### src/rtl/id_ex_skid_pkg.sv
// Shared pipeline defines: default field widths, NOP encodings
// and the skid buffer occupancy states.
package id_ex_skid_pkg;

    localparam int ALUSEL_W_DEF  = 3;
    localparam int ALUOP_W_DEF   = 8;
    localparam int DATA_W_DEF    = 32;
    localparam int REGADDR_W_DEF = 5;

    localparam logic [ALUSEL_W_DEF-1:0] EXE_RES_NOP = '0;
    localparam logic [ALUOP_W_DEF-1:0]  EXE_NOP_OP  = '0;

    typedef enum logic [1:0] {
        ST_EMPTY = 2'b00,
        ST_BUSY  = 2'b01,
        ST_FULL  = 2'b11
    } skid_state_e;

endpackage

### src/rtl/id_ex_skid.sv
// ID->EX pipeline register with a one-entry skid so that
// id_ready is a flop with no path from ex_ready.
module id_ex_skid
    import id_ex_skid_pkg::*;
#(
    parameter int ALUSEL_W  = ALUSEL_W_DEF,
    parameter int ALUOP_W   = ALUOP_W_DEF,
    parameter int DATA_W    = DATA_W_DEF,
    parameter int REGADDR_W = REGADDR_W_DEF
) (
    input  logic                 clk,
    input  logic                 rst,
    input  logic                 flush,
    input  logic                 id_valid,
    output logic                 id_ready,
    input  logic [ALUSEL_W-1:0]  id_alusel,
    input  logic [ALUOP_W-1:0]   id_aluop,
    input  logic [DATA_W-1:0]    id_reg1,
    input  logic [DATA_W-1:0]    id_reg2,
    input  logic [REGADDR_W-1:0] id_wd,
    input  logic                 id_wreg,
    output logic                 ex_valid,
    input  logic                 ex_ready,
    output logic [ALUSEL_W-1:0]  ex_alusel,
    output logic [ALUOP_W-1:0]   ex_aluop,
    output logic [DATA_W-1:0]    ex_reg1,
    output logic [DATA_W-1:0]    ex_reg2,
    output logic [REGADDR_W-1:0] ex_wd,
    output logic                 ex_wreg
);

    skid_state_e state_q, state_d;
    logic        ready_q;
    logic        in_xfer, out_xfer;
    logic        ld_main_id, ld_main_skid, ld_skid;

    logic [ALUSEL_W-1:0]  m_alusel_q, s_alusel_q;
    logic [ALUOP_W-1:0]   m_aluop_q, s_aluop_q;
    logic [DATA_W-1:0]    m_reg1_q, s_reg1_q;
    logic [DATA_W-1:0]    m_reg2_q, s_reg2_q;
    logic [REGADDR_W-1:0] m_wd_q, s_wd_q;
    logic                 m_wreg_q, s_wreg_q;

    assign ex_valid = (state_q != ST_EMPTY);
    assign id_ready = ready_q;
    assign in_xfer  = id_valid & ready_q;
    assign out_xfer = ex_valid & ex_ready;

    always_ff @(posedge clk or posedge rst) begin
        if (rst) begin
            state_q <= ST_EMPTY;
            ready_q <= 1'b1;
        end else begin
            state_q <= state_d;
            ready_q <= (state_d != ST_FULL);
        end
    end

    always_comb begin
        state_d = state_q;
        if (flush) begin
            state_d = ST_EMPTY;
        end else begin
            unique case (state_q)
                ST_EMPTY: if (in_xfer) state_d = ST_BUSY;
                ST_BUSY: begin
                    if (in_xfer && !out_xfer)
                        state_d = ST_FULL;
                    else if (!in_xfer && out_xfer)
                        state_d = ST_EMPTY;
                end
                ST_FULL:  if (out_xfer) state_d = ST_BUSY;
                default:  state_d = ST_EMPTY;
            endcase
        end
    end

    always_comb begin
        ld_main_id   = 1'b0;
        ld_main_skid = 1'b0;
        ld_skid      = 1'b0;
        unique case (state_q)
            ST_EMPTY: ld_main_id = in_xfer;
            ST_BUSY: begin
                ld_main_id = in_xfer & out_xfer;
                ld_skid    = in_xfer & ~out_xfer;
            end
            ST_FULL:  ld_main_skid = out_xfer;
            default: ;
        endcase
    end

    // Flush loads a NOP so a killed slot never leaks stale fields.
    always_ff @(posedge clk or posedge rst) begin
        if (rst) begin
            m_alusel_q <= '0;
            m_aluop_q  <= '0;
            m_reg1_q   <= '0;
            m_reg2_q   <= '0;
            m_wd_q     <= '0;
            m_wreg_q   <= 1'b0;
        end else if (flush) begin
            m_alusel_q <= ALUSEL_W'(EXE_RES_NOP);
            m_aluop_q  <= ALUOP_W'(EXE_NOP_OP);
            m_reg1_q   <= '0;
            m_reg2_q   <= '0;
            m_wd_q     <= '0;
            m_wreg_q   <= 1'b0;
        end else if (ld_main_id) begin
            m_alusel_q <= id_alusel;
            m_aluop_q  <= id_aluop;
            m_reg1_q   <= id_reg1;
            m_reg2_q   <= id_reg2;
            m_wd_q     <= id_wd;
            m_wreg_q   <= id_wreg;
        end else if (ld_main_skid) begin
            m_alusel_q <= s_alusel_q;
            m_aluop_q  <= s_aluop_q;
            m_reg1_q   <= s_reg1_q;
            m_reg2_q   <= s_reg2_q;
            m_wd_q     <= s_wd_q;
            m_wreg_q   <= s_wreg_q;
        end
    end

    always_ff @(posedge clk or posedge rst) begin
        if (rst) begin
            s_alusel_q <= '0;
            s_aluop_q  <= '0;
            s_reg1_q   <= '0;
            s_reg2_q   <= '0;
            s_wd_q     <= '0;
            s_wreg_q   <= 1'b0;
        end else if (ld_skid) begin
            s_alusel_q <= id_alusel;
            s_aluop_q  <= id_aluop;
            s_reg1_q   <= id_reg1;
            s_reg2_q   <= id_reg2;
            s_wd_q     <= id_wd;
            s_wreg_q   <= id_wreg;
        end
    end

    assign ex_alusel = m_alusel_q;
    assign ex_aluop  = m_aluop_q;
    assign ex_reg1   = m_reg1_q;
    assign ex_reg2   = m_reg2_q;
    assign ex_wd     = m_wd_q;
    assign ex_wreg   = m_wreg_q & ex_valid;

endmodule

### config.mk
export PLATFORM = sky130hd
export DESIGN_NAME = id_ex_skid
export DESIGN_NICKNAME = d
export VERILOG_FILES = /design/src/rtl/id_ex_skid_pkg.sv /design/src/rtl/id_ex_skid.sv
export SDC_FILE = /design/constraint.sdc
export NUM_CORES = 1
export LEC_CHECK = 0
export CORE_ASPECT_RATIO = 0.6
export CORE_MARGIN = 1.5
export CORE_UTILIZATION = 40
export DETAILED_ROUTE_END_ITERATION = 8
export GPL_TIMING_DRIVEN = 0
export PLACE_DENSITY = 0.68
export SLEW_MARGIN = 40
export SYNTH_ARGS = -nofsm -noshare
export SYNTH_HDL_FRONTEND = slang
export SYNTH_SLANG_ARGS = --single-unit
### constraint.sdc
create_clock -name clk -period 5.2 [get_ports clk]
set_input_delay 0.78 -clock clk [delete_from_list [all_inputs] [get_ports clk]]
set_output_delay 0.78 -clock clk [all_outputs]
set_load 0.05 [all_outputs]
; ---- After elaboration in Yosys (flattened, before gate mapping)
; Index checks and enable logic that the tools add are counted.
[word_totals]
ff_bits = 165
in_bits = 86
output_inout_bits = 83
[op_classes]
eq_ne = 3
muxes = 27
bitwise_logic = 6
reduce_logical = 7
[op_table]
columns = op, n
row1 = $mux 32, 6
row2 = $mux 8, 3
row3 = $mux 5, 3
row4 = $mux 2, 5
row5 = $mux 3, 3
row6 = $pmux 2 s3, 1
row7 = $and 1x1->1, 5
row8 = $mux 1, 5
row9 = $reduce_bool 3->1, 1
row10 = $eq 2x1->1 const B, 1
row11 = $eq 2x2->1 const B, 1
row12 = $logic_and 1x1->1, 2
row13 = $logic_not 1->1, 2
row14 = $logic_not 2->1, 1
row15 = $ne 2x2->1 const B, 1
row16 = $pmux 1 s2, 1
row17 = $reduce_bool 2->1, 1
row18 = $not 1->1, 1

; ---- Logic depth before layout (Yosys ltp)
; Gate-level depths: netlist of run 1.
[depth]
depth_word = 8
depth_mapped = 6
depth_no_buf = 3

; ---- Least setup slack after synthesis of run 1
; No wires, ideal clock.
[synth_timing]
path_kind = reg-to-output
start = register state_q[1]
end = output port ex_wreg
t_arrival_ns = 1.199
slack_ns = 3.221
path_stages_with_launch = 3
path_cell_list = dfrtp_1 > or2_2 > and2_1
[synth_via]
elab_chain_cells = 2
[synth_rtl]
columns = element, line
row1 = from (decl), id_ex_skid.sv:32  ; skid_state_e state_q, state_d;
row2 = from (signal assigned), id_ex_skid.sv:54  ; state_q <= state_d;
row3 = $reduce_bool 2->1, id_ex_skid.sv:44  ; assign ex_valid = (state_q != ST_EMPTY);
row4 = net ex_valid, id_ex_skid.sv:22  ; output logic ex_valid,
row5 = $and 1x1->1, id_ex_skid.sv:149  ; assign ex_wreg = m_wreg_q & ex_valid;
row6 = to (decl), id_ex_skid.sv:29  ; output logic ex_wreg
; The timed path passes the listed nets, and every way through them passes these cells.

; ---- Final worst setup path of run 1
[layout_timing]
start = register state_q[1]
end = output port ex_wreg
[layout_via]
elab_chain_cells = 2
[layout_rtl]
columns = element, line
row1 = $reduce_bool 2->1, id_ex_skid.sv:44
row2 = $and 1x1->1, id_ex_skid.sv:149
; Every way passes these cells.

==> results.txt, run 1 <==
----------------------------------------------------
[Clock network]
  Clock transition time at the flip-flop clock pins of the worst setup and hold paths ... 0.07 ns
  Master cell of the clock root buffer ... sky130_fd_sc_hd__clkbuf_16
  Number of setup buffers added after CTS ... 0
  H-Tree Level Count ... 4
  Total CTS buffers ... 17
  Hold-fix buffers at CTS ... 0
  Largest buffer count on any clock path ... 2
  Post-cts repair resize count ... 0
  Skew-Pair Late Insertion Delay ... 0.43 ns
  TritonCTS Sinks ... 165
  Clock tree from TritonCTS ... built

[Worst setup path]
  Required time at the worst-slack endpoint ... 4.42 ns
  Cell depth of the worst flop-to-flop path ... 5
  CP cell instances ... or2_2 > and2_1 > clkdlybuf4s50_1
  Cell with the largest stage delay on the worst path ... sky130_fd_sc_hd__clkdlybuf4s50_1
  Critical Path Fanout Max ... 6
  Reg-to-reg critical path endpoint ... s_wd_q[0]
  Startpoint of the worst register-to-register path ... id_ready
  WP data arrival ... 2.07 ns
  Critical path endpoint ... ex_wreg
  FF-to-FF setup slack ... 3.38 ns
  Crit path largest cell delay ... 0.70 ns
  Worst setup path start ... state_q[1]
  Kind of critical path ... reg -> out
  Endpoint kind of the worst setup timing path ... output port
  Startpoint class of the critical path ... flip-flop

[Floorplanning]
  Effective utilization at floorplan ... 0.412
  Die boundary height ... 117 um
  Width of the chip ... 194 um
  Top-level port count ... 169
  Core Rows ... 41
  Die area ... 0.0227 mm2
  Core Footprint ... 0.0212 mm2

[Routing]
  DRT iter0 DRCs ... 582
  Average via count per standard cell ... 5.77
  DRC viols ... 26
  Final Routed Wirelength ... 25.3 mm
  Routed length per placed instance ... 21.8 um
  Antenna Nets Post-Route ... 0
  Number of optimization iterations in the first detailed-route pass ... 7
  Number of vias after detailed routing ... 6,709

[Synthesis]
  Most common cell in the synthesized netlist ... sky130_fd_sc_hd__dfrtp_1
  Area of the mapped netlist ... 0.00872 mm2
  Share of flip-flops with an asynchronous set or reset ... 1.00
  Register area share after synthesis ... 0.474
  Netlist cell types ... 28
  Most used flip-flop cell after synthesis ... sky130_fd_sc_hd__dfrtp_1
  Yosys warning total ... 0
  Post-Synthesis Net Count ... 762
  Synth top area share ... 0.471
  Commonest cells in the netlist ... sky130_fd_sc_hd__dfrtp_1 (164), sky130_fd_sc_hd__o21ai_0 (82), sky130_fd_sc_hd__a31oi_1 (81), sky130_fd_sc_hd__nand3_1 (81)
  EDFF count, synth ... 0
  Mean post-synth cell area ... 12.9 um2
  Library cell with the largest summed area after synthesis ... sky130_fd_sc_hd__dfrtp_1
  Instance count of the mapped netlist ... 676
  Flops & latches, synth ... 165
  Top area cells in the synthesized netlist ... sky130_fd_sc_hd__dfrtp_1 (47%), sky130_fd_sc_hd__a311oi_2 (14%), sky130_fd_sc_hd__mux2_4 (14%), sky130_fd_sc_hd__a31oi_1 (5.8%), sky130_fd_sc_hd__o21ai_0 (4.7%)

[Power]
  Power, Total ... 4050 uW
  PD cells ... 352 mW/mm2
  Leakage power summed over all cells ... 0.00456 uW
  Maximum vdd drop ... 0.236 mV

[Timing]
  Final clock skew ... 0.0155 ns
  Final worst-path setup slack ... 2.35 ns
  RSZ-0062 raised after global routing ... no
  Final Hold Violating Endpoints ... 0
  Max Clk Rate ... 351 MHz
  Tmin final ... 2.85 ns
  Crit share post-route ... 0.548
  Setup Viol. Count Final ... 0
  Slew at the pin with the worst max-slew slack ... 0.812 ns
  Setup TNS Final ... 0 ns
  Number of pins exceeding their max-slew limit in the final report ... 0
  Max-Slew Margin vs Limit ... 0.459

[Finish]
  Post-layout instance area ... 0.0115 mm2
  Proportion of layout cells with a drive suffix above 1 ... 0.318
  Area growth from synthesis to layout ... 32.0%
  Nets@finish ... 956
  Core Util, Final ... 0.543

[Global route]
  Pin count of the biggest net entering global routing ... 26
  Antenna violations before repair ... 1
  Global-route congestion overflow total ... 0
  Total track usage ... 0.229
  Number of global-route vias before repair ... 6,791
  First-pass GRT wire length ... 40.3 mm

[Placed design]
  Dpl ws ... 2.57 ns
  Post-placement cell area ... 0.0109 mm2
  Half-perimeter wire length after placement ... 17.6 mm
  Buffers added on ports ... 167
  GPL Wtd Cong ... 0.790

[Job]
  Maximum Capacitance Violations ... 0

[Hold path]
  Worst min-delay path class ... reg -> reg
  Cells on Worst Hold Path ... 1

[Outcome]
  Violated checks ... DRC
  Outcome ... finished with violations

----------------------------------------------------
[placed cells by master (no fill, tap or decap), types with 2 or more instances in the layout]
cell,netlist,final
sky130_fd_sc_hd__mux2_4,80,80
sky130_fd_sc_hd__dfrtp_1,164,164
sky130_fd_sc_hd__nand3_1,81,81
sky130_fd_sc_hd__inv_6,0,4
sky130_fd_sc_hd__clkinvlp_4,0,4
sky130_fd_sc_hd__clkbuf_8,0,2
sky130_fd_sc_hd__clkbuf_16,0,17
sky130_fd_sc_hd__clkdlybuf4s50_1,0,167
sky130_fd_sc_hd__buf_2,53,53
sky130_fd_sc_hd__clkbuf_1,14,15
sky130_fd_sc_hd__o21ai_0,82,82
sky130_fd_sc_hd__buf_12,17,20
sky130_fd_sc_hd__and2_1,2,2
sky130_fd_sc_hd__a31oi_1,81,81
sky130_fd_sc_hd__clkinv_4,0,3
sky130_fd_sc_hd__buf_16,0,4
sky130_fd_sc_hd__a311oi_2,80,80
sky130_fd_sc_hd__buf_6,4,4
[state kept, by name (all words and copies together), names as in the netlist, 5 cells and up]
register,cells
s_reg1_q,32
s_wd_q,5
ex_aluop,8
s_aluop_q,8
ex_reg1,32
ex_reg2,32
s_reg2_q,32
ex_wd,5
[how the worst min path moves through the flow]
stage                       startpoint           end
after detailed placement  s_reg1_q[24]  s_reg1_q[24]
final                      s_reg2_q[6]   s_reg2_q[6]
after floorplan           s_reg2_q[27]  s_reg2_q[27]
after CTS                    s_wd_q[0]     s_wd_q[0]
after global placement    s_reg2_q[27]  s_reg2_q[27]
after global routing      s_reg2_q[28]  s_reg2_q[28]
[layout make-up]
class / instances / area (um2)
clock inverter: 12 / 119
clock buffer: 20 / 457
inverter: 2 / 11.3
multi-input combinational: 420 / 3870
timing repair buffer: 175 / 1860
sequential: 165 / 4130
tap: 279 / 349
antenna: 1 / 2.50
buffer: 89 / 711
fill: 1762 / 9680
[critical path: cells and delay by family (launching register included)]
kind                   cells  cell delay, ns
buffers and inverters      1            0.70
DFF                        1            0.43
and+or+nand+nor            2            0.53
[through the flow]
step                hold slack (ns)  cells
global placement              0.468   1122
finish                        0.505   1163
floorplan                     0.451    676
global route                  0.514   1162
CTS                           0.505   1162
detailed placement            0.486   1130
[power by group]
group	switching, uW	internal (uW)
Combinational	606	559
Sequential	129	1510
Clock	552	693
Total	1290	2760
[layer usage]
| metal | vias up | wire (um) | GRT usage |
|---|---|---|---|
| met5 | - | 0 | 0 |
| met4 | 0 | 223 | 0.0433 |
| met3 | 19 | 1520 | 0.0535 |
| met2 | 236 | 10800 | 0.325 |
| met1 | 3431 | 12800 | 0.352 |
| li1 | 3023 | - | - |
[cell families after synthesis]
| kind of cell | count (synthesis) | share of synthesized area |
|---|---|---|
| buffers and inverters | 91 | 0.0824 |
| AOI/OAI and AO/OA | 246 | 0.245 |
| and+or+nand+nor | 93 | 0.0594 |
| DFF | 165 | 0.474 |
| muxes | 81 | 0.139 |
No activity file was read; power rests on OpenSTA's default activity.
==> inputs of run 2 (changes only) <==
PLACE_DENSITY = 0.65   (was 0.68)
clock period = 2.65 ns   (was 5.2 ns; I/O delays follow)
==> run 2 against run 1 <==
Compared with the run above:
- the run still ends with DRC left
- combinational power is 94% higher
- worst setup slack got worse by 2.2 ns
- sequential cell count is the same
- final area shrank 0.12%
- cell count decreased by 0.17%
- clock power grew 110%
- utilization is 0.065 points lower
- worst hold slack got worse by 0.21 ns
- non-clock buffer count down 1
- register-to-register slack worse by 2.6 ns
- clock skew fell by 0.0056 ns
- clock-buffer cell count grew 2
- critical endpoint unchanged
- largest cell class unchanged
- highest routed layer unchanged
==> results.txt, run 2 (synthesis gave the netlist of run 1 again) <==
----------------------------------------------------
[Floorplanning]
  Width of the chip ... 194 um (unchanged)
  Effective utilization at floorplan ... 0.412 (unchanged)
  Core Footprint ... 0.0212 mm2 (unchanged)
  Core Rows ... 41 (unchanged)
  Die boundary height ... 117 um (unchanged)
  Die area ... 0.0227 mm2 (unchanged)
  Top-level port count ... 169 (unchanged)

[Routing]
  Number of optimization iterations in the first detailed-route pass ... 6 (-1)
  Routed length per placed instance ... 21.8 um (about the same)
  Average via count per standard cell ... 5.71 (-1.0%)
  DRT iter0 DRCs ... 474 (-19%)
  Number of vias after detailed routing ... 6,629 (-1.2%)
  Final Routed Wirelength ... 25.3 mm (-0.21%)
  DRC viols ... 22 (-15%)
  Antenna Nets Post-Route ... 0 (unchanged)

[Global route]
  Antenna violations before repair ... 0 (-1)
  Global-route congestion overflow total ... 0 (unchanged)
  Pin count of the biggest net entering global routing ... 26 (unchanged)
  First-pass GRT wire length ... 40.2 mm (-0.29%)
  Number of global-route vias before repair ... 6,770 (-0.31%)
  Total track usage ... 0.228 (-0.00123)

[Clock network]
  Post-cts repair resize count ... 0 (unchanged)
  Number of setup buffers added after CTS ... 0 (unchanged)
  TritonCTS Sinks ... 165 (unchanged)
  Hold-fix buffers at CTS ... 0 (unchanged)
  Master cell of the clock root buffer ... sky130_fd_sc_hd__clkbuf_16
  Skew-Pair Late Insertion Delay ... 0.44 ns (about the same)
  Total CTS buffers ... 17 (unchanged)
  H-Tree Level Count ... 4 (unchanged)
  Clock transition time at the flip-flop clock pins of the worst setup and hold paths ... 0.07 ns (about the same)
  Clock tree from TritonCTS ... built
  Largest buffer count on any clock path ... 2 (unchanged)

[Timing]
  Final Hold Violating Endpoints ... 0 (unchanged)
  Max Clk Rate ... 406 MHz
  Number of pins exceeding their max-slew limit in the final report ... 0 (unchanged)
  Final clock skew ... 0.00984 ns (-0.00561 ns)
  Tmin final ... 2.46 ns
  RSZ-0062 raised after global routing ... no
  Crit share post-route ... 0.930
  Setup Viol. Count Final ... 0 (unchanged)
  Max-Slew Margin vs Limit ... 0.440 (-0.0182)
  Slew at the pin with the worst max-slew slack ... 0.839 ns (+0.0273 ns)

[Placed design]
  Buffers added on ports ... 167 (unchanged)
  GPL Wtd Cong ... 0.773 (-2.0%)
  Post-placement cell area ... 0.0109 mm2 (-0.27%)
  Half-perimeter wire length after placement ... 17.2 mm (-1.9%)

[Outcome]
  Violated checks ... DRC
  Outcome ... finished with violations

[Worst setup path]
  Endpoint kind of the worst setup timing path ... output port
  Cell depth of the worst flop-to-flop path ... 5 (unchanged)
  Kind of critical path ... reg -> out
  Crit path largest cell delay ... 0.71 ns (about the same)
  Reg-to-reg critical path endpoint ... s_reg2_q[8]
  Worst setup path start ... state_q[1]
  Startpoint class of the critical path ... flip-flop
  Startpoint of the worst register-to-register path ... id_ready
  Critical Path Fanout Max ... 6 (unchanged)
  CP cell instances ... or2_2 > and2_1 > clkdlybuf4s50_1
  Required time at the worst-slack endpoint ... 2.25 ns (-2.17 ns)
  FF-to-FF setup slack ... 0.81 ns (-2.57 ns)
  WP data arrival ... 2.07 ns (about the same)
  Cell with the largest stage delay on the worst path ... sky130_fd_sc_hd__clkdlybuf4s50_1

[Finish]
  Most frequent standard cell in the layout excluding fill and tap cells ... sky130_fd_sc_hd__clkdlybuf4s50_1
  Proportion of layout cells with a drive suffix above 1 ... 0.314 (-0.00382)
  Top library cells by usage in the layout, fill and taps aside ... sky130_fd_sc_hd__clkdlybuf4s50_1 (167), sky130_fd_sc_hd__dfrtp_1 (164), sky130_fd_sc_hd__o21ai_0 (82)
  Post-layout instance area ... 0.0115 mm2 (-0.12%)
  Nets@finish ... 955 (-0.10%)
  Area growth from synthesis to layout ... 31.8%
  Core Util, Final ... 0.542 (-0.000650)

[Power]
  PD cells ... 700 mW/mm2 (+99%)
  Leakage power summed over all cells ... 0.00456 uW (-0.13%)
  Maximum vdd drop ... 0.453 mV (+92%)

[Hold path]
  Worst min-delay path class ... in -> async

[Job]
  Maximum Capacitance Violations ... 0 (unchanged)

----------------------------------------------------
-- run 2: worst max-delay path by stage --
stage                    end  depth (start not counted)
6_report             ex_wreg                          3
5_1_grt              ex_wreg                          3
4_1_cts              ex_wreg                          3
3_5_place_dp     s_reg2_q[8]                          6
3_3_place_gp   s_alusel_q[2]                          2
2_1_floorplan    ex_aluop[0]                          1
-- run 2: per-layer routing --
metal / track usage / routed length [um]
met1: 0.354 / 13100
met2: 0.314 / 10500
met3: 0.0506 / 1490
met4: 0.0571 / 216
met5: 0 / 0
-- run 2: where the power goes --
group          total (uW)  leakage (uW)  internal, uW  switching [uW]
Combinational        2270       0.00220          1090            1180
Sequential           3210       0.00208          2960             254
Clock                2570      0.000282          1520            1040
-- run 2: per-stage QoR --
step / hold WS (ns) / setup slack, ns / setup TNS [ns] / power, uW / instances
3_5_place_dp: 0.473 / 0.403 / 0 / 5500 / 1129
6_report: 0.293 / 0.186 / 0 / 8050 / 1161
4_1_cts: 0.289 / 0.149 / 0 / 8060 / 1160
5_1_grt: 0.316 / 0.116 / 0 / 8360 / 1160
3_3_place_gp: 0.468 / -1.34 / -217.67 / 5450 / 1122
2_1_floorplan: 0.451 / 0.155 / 0 / 4800 / 676
-- run 2: cell type report --
cell class | count | area (um2)
Tap cell | 279 | 349
Sequential cell | 165 | 4130
Timing Repair Buffer | 174 | 1830
Inverter | 2 | 11.3
Buffer | 89 | 711
Fill cell | 1782 | 9690
Multi-Input combinational cell | 420 | 3870
Clock inverter | 9 | 128
Clock buffer | 22 | 464
Antenna cell | 1 | 2.50
-- run 2: worst max-delay path, delay by kind of cell (launching register included) --
family,cells,cell delay [ns]
buffers and inverters,1,0.71
and+or+nand+nor,2,0.50
DFF,1,0.42
==> inputs of run 3 (changes only) <==
SKIP_LAST_GASP = 1   (was default)
==> results of run 3 <==
No change in the layout: final DEF, timing and power equal those of run 2.
